===== src/rtl/encoder4_2_rr.sv =====
// encoder4_2_rr: sticky 4-requester round-robin priority encoder with a
// valid/ready output stage.
//
// Requests on req are captured into a pending mask (pend) when e=1. A
// registered output stage presents one granted requester as a binary index
// (idx) plus a one-hot copy (grant). A handshake (valid & ready) retires the
// granted bit and advances the round-robin pointer past the granted index.
//
// Ports:
//   clk    in   1  rising-edge clock
//   reset  in   1  synchronous active-high reset
//   req    in   4  request lines, multi-hot allowed
//   e      in   1  capture enable for req
//   ready  in   1  consumer accepts the presented index this cycle
//   valid  out  1  idx/grant hold a granted request
//   idx    out  2  binary index of the granted requester
//   grant  out  4  one-hot copy of idx, zero when valid=0
//   pend   out  4  registered pending-request mask
module encoder4_2_rr #(
  parameter int delay = 0
) (
  input  logic       clk,
  input  logic       reset,
  input  logic [3:0] req,
  input  logic       e,
  input  logic       ready,
  output logic       valid,
  output logic [1:0] idx,
  output logic [3:0] grant,
  output logic [3:0] pend
);

  // delay only applies to gate primitives; this design has none.
  if (delay < 0) begin : g_negative_delay
  end

  logic [3:0] pend_q, pend_d;
  logic       valid_q, valid_d;
  logic [1:0] idx_q, idx_d;
  logic [3:0] grant_q, grant_d;
  logic [1:0] ptr_q, ptr_d;

  logic       hs;
  logic [3:0] hs_mask;
  logic [3:0] cand;
  logic       load;
  logic [1:0] sel;
  logic       found;

  always_comb begin
    hs      = valid_q & ready;
    hs_mask = hs ? grant_q : 4'b0000;
    // Selection uses only registered pend; fresh req never bypasses.
    cand    = pend_q & ~hs_mask;
    // Set wins over clear for a bit re-requested in its handshake cycle.
    pend_d  = cand | (e ? req : 4'b0000);
    load    = ~valid_q | hs;
    ptr_d   = hs ? idx_q + 2'd1 : ptr_q;
  end

  // Rotating first-one search starting at the post-handshake pointer, so
  // the just-served requester is scanned last.
  always_comb begin
    sel   = ptr_d;
    found = 1'b0;
    for (int unsigned i = 0; i < 4; i++) begin
      if (!found && cand[ptr_d + 2'(i)]) begin
        sel   = ptr_d + 2'(i);
        found = 1'b1;
      end
    end
  end

  always_comb begin
    valid_d = valid_q;
    idx_d   = idx_q;
    grant_d = grant_q;
    if (load) begin
      if (found) begin
        valid_d = 1'b1;
        idx_d   = sel;
        grant_d = 4'b0001 << sel;
      end else begin
        // Nothing to grant: drop valid, keep the last index.
        valid_d = 1'b0;
        grant_d = 4'b0000;
      end
    end
  end

  always_ff @(posedge clk) begin
    if (reset) begin
      pend_q  <= 4'b0000;
      valid_q <= 1'b0;
      idx_q   <= 2'b00;
      grant_q <= 4'b0000;
      ptr_q   <= 2'b00;
    end else begin
      pend_q  <= pend_d;
      valid_q <= valid_d;
      idx_q   <= idx_d;
      grant_q <= grant_d;
      ptr_q   <= ptr_d;
    end
  end

  assign valid = valid_q;
  assign idx   = idx_q;
  assign grant = grant_q;
  assign pend  = pend_q;

endmodule


===== config.mk =====
export PLATFORM = sky130hd
export DESIGN_NAME = encoder4_2_rr
export DESIGN_NICKNAME = d
export VERILOG_FILES = /design/src/rtl/encoder4_2_rr.sv
export SDC_FILE = /design/constraint.sdc
export NUM_CORES = 1
export LEC_CHECK = 0
export BUFFER_PORTS_ARGS = -buffer_cell sky130_fd_sc_hd__buf_2
export CAP_MARGIN = 15
export CORE_UTILIZATION = 45
export CTS_CLUSTER_DIAMETER = 80
export DETAILED_ROUTE_END_ITERATION = 16
export GPL_TIMING_DRIVEN = 0
export PLACE_DENSITY = 0.72
export SETUP_SLACK_MARGIN = 0.05
export SYNTH_ARGS = -nofsm -noshare
export SYNTH_HDL_FRONTEND = slang
export SYNTH_SLANG_ARGS = --single-unit

===== constraint.sdc =====
create_clock -name clk -period 1.79 [get_ports clk]
set_clock_uncertainty 0.1 [all_clocks]
set_input_delay 0.537 -clock clk [delete_from_list [all_inputs] [get_ports clk]]
set_output_delay 0.537 -clock clk [all_outputs]
set_load 0.02 [all_outputs]

==> metrics.yaml <==
synth_seq_area_share_pct: 34.90
cts.sinks: 13
dp_hpwl_um: 1364
drc: 0
core-area_mm2: 0.001524
synth_nets: 98
diodes: 0
wirelength_um: 2208
cellLeakagePower_nw: 0.4348
worst_slew_pin_slew_ns: 0.4671
grt_pass1_wl_um: 3415
drt_first_pass_iters: 4
clockBufferDepth: 2
drt_iter0_drc: 42
io_buffers: 18
synth_cell_types: 32
rows: 14
synthCells: 90
hold_ws_ns: 0.4045
nets: 127
cts-htree-levels: 1
irDropWorstVdd_v: 0.0005063
dp_slack_ns: -0.4352
final.setup.tns_ns: -0.2943
final_common_cell: "buf_2"
syn2layout_area_growth_pct: 38.26
initial_core_util_pct: 48.93
track_usage_pct: 25.55
ys_warn_count: 0
fmax_ghz: 0.5313
wl_per_cell_um: 16.48
syn_area_per_cell_um2: 8.286
grt_pass1_vias: 733
grt_max_degree: 11
critPathMaxFanout: 5
arrival_ns: 1.96
drv_cap: 0
finalHoldViolCount: 0
outcome: "complete, but fails checks"
via_per_inst: 6.157
cts_inserted_buffers: 3
fin_util_pct: 67.65
power.density_mw_per_mm2: 866.7
crit_type: "in -> reg"
grt-ovfl-total: 0
final-seq-area_um2: 261.5
clk_pin_slew_worst_paths_ns: 0.08
clock-root-buffer: "clkbuf_4"
io_pins: 19
setup_violations: 5
worstHoldPathType: "in -> reg"
die-area_mm2: 0.001824
violations: "negative setup slack"
fill_cells: 127
cp.required_ns: 1.87
clk_latency_ns: 0.28
timing.final.ws_setup_ns: -0.09225
most-common-layout-cells: "buf_2, nand2_1, dfxtp_1, a21oi_1, nor2_1"
cts_tree: "built"
rsz0062_at_grt: "yes"
start_kind: "input port"
ant_nets: 0
grt_antenna_before_repair: 0
multiInputGateArea_um2: 508.0
place_congestion: 0.9164
end_kind: "flip-flop"
layout-drive-gt1-share_pct: 33.90
max_slew_margin_pct: 68.86
ys_seq_elements: 13
via_count: 825
synth_area_um2: 745.7
die_width_um: 42.71
die_h_um: 42.71
report.final.slew_viol_count: 0
period_needed_ns: 1.882
min_period_over_period_pct: 105.2
p_total_w: 0.0008935
[report_power, final]
part / leakage [nW] / internal, W / switching [W] / total, W
registers: 0.107 / 0.000322 / 0.0000366 / 0.000358
clock network: 0.0150 / 0.0000864 / 0.000101 / 0.000187
logic: 0.313 / 0.000151 / 0.000198 / 0.000348
[per-stage QoR]
step,instances,cell area (um^2)
finish,134,1031
global route,134,1031
CTS,134,1012
detailed placement,124,872.1
global placement,124,872.1
floorplan,90,762.0
[path summary, 6_finish.rpt]
kind | startpoint | to | slack, ns | cells past startpoint
min | req[3] | pend[3]$_SDFF_PP0_ | 0.40 | 3
min reg2reg | grant[2]$_SDFFE_PP0N_ | grant[2]$_SDFFE_PP0N_ | 0.42 | 2
max | ready | grant[3]$_SDFFE_PP0N_ | -0.09 | 7
max reg2reg | valid$_SDFFE_PP0N_ | grant[0]$_SDFFE_PP0N_ | -0.06 | 7
[synth_stat cells]
master / number / area share, %
nand2_1: 12 / 6.0
o2111ai_1: 1 / 1.2
nand3_1: 3 / 2.0
clkbuf_1: 1 / 0.50
a2111oi_2: 1 / 2.0
nand3b_1: 1 / 1.0
a21bo_2: 1 / 1.3
and3_4: 1 / 1.5
buf_6: 2 / 3.0
o21ai_1: 2 / 1.3
and4bb_2: 1 / 1.7
a21oi_1: 10 / 6.7
nor2_1: 6 / 3.0
o31ai_1: 2 / 2.0
nand4_1: 1 / 0.84
nand2_2: 1 / 0.84
dfxtp_1: 13 / 35
a222oi_1: 1 / 1.3
o211ai_1: 2 / 2.0
a32o_1: 2 / 2.7
o21a_1: 4 / 4.0
xor2_1: 1 / 1.2
o21ai_0: 3 / 2.0
nor2b_1: 1 / 0.84
a211oi_1: 1 / 1.0
a21o_1: 3 / 3.0
a22o_1: 1 / 1.2
and4_1: 1 / 1.2
and2_1: 2 / 1.7
inv_1: 2 / 1.0
o221ai_1: 3 / 3.5
nand2b_1: 4 / 3.4
[routing by layer]
layer	up-vias	share of wire [%]	track usage (%)
met1	371	38	30.85
met4	0	2.2	10.63
met2	45	52	43.33
li1	401	-	-
met5	-	0	0
met3	8	8.1	5.532
[sequential cells by signal (all words and copies together) (netlist names)]
name	flops
grant	4
valid	1
pend	4
idx	2
ptr_q	2
[cells by family (layout without fill, tap and decap cells)]
| group | Yosys count | after routing | share of synthesized area (%) |
|---|---|---|---|
| AO/OA/AOI/OAI | 37 | 37 | 35.40 |
| AND/OR/NAND/NOR | 34 | 34 | 23.99 |
| flip-flops | 13 | 13 | 34.90 |
| buffers and inverters | 5 | 33 | 4.530 |
| XOR/XNOR | 1 | 1 | 1.175 |
[worst max-delay path, cell delays in order]
cell	delay (ns)
buf_8	0.10
buf_8	0.12
and3_4	0.20
a2111oi_4	0.39
o21ai_2	0.10
o21a_1	0.25
a32o_1	0.26
[layout make-up]
type                            count  share of cell area [%]
Sequential cell                    13                   25.36
Timing Repair Buffer               24                   17.23
Clock buffer                        4                   2.549
Tap cell                           16                   1.942
Inverter                            2                  0.7282
Multi-Input combinational cell     72                   49.27
Buffer                              3                   2.913
[timing repair]
| action | CTS | global route |
|---|---|---|
| resized for setup | 12 | 3 |
| buffers inserted | 5 | 0 |
| hold endpoints to repair | 0 | 0 |
| cloned | 1 | 0 |
| pin swaps | 10 | 8 |
| setup endpoints to repair | 5 | 6 |
| hold buffers | 0 | 0 |
(Power assumes the default switching activity.)
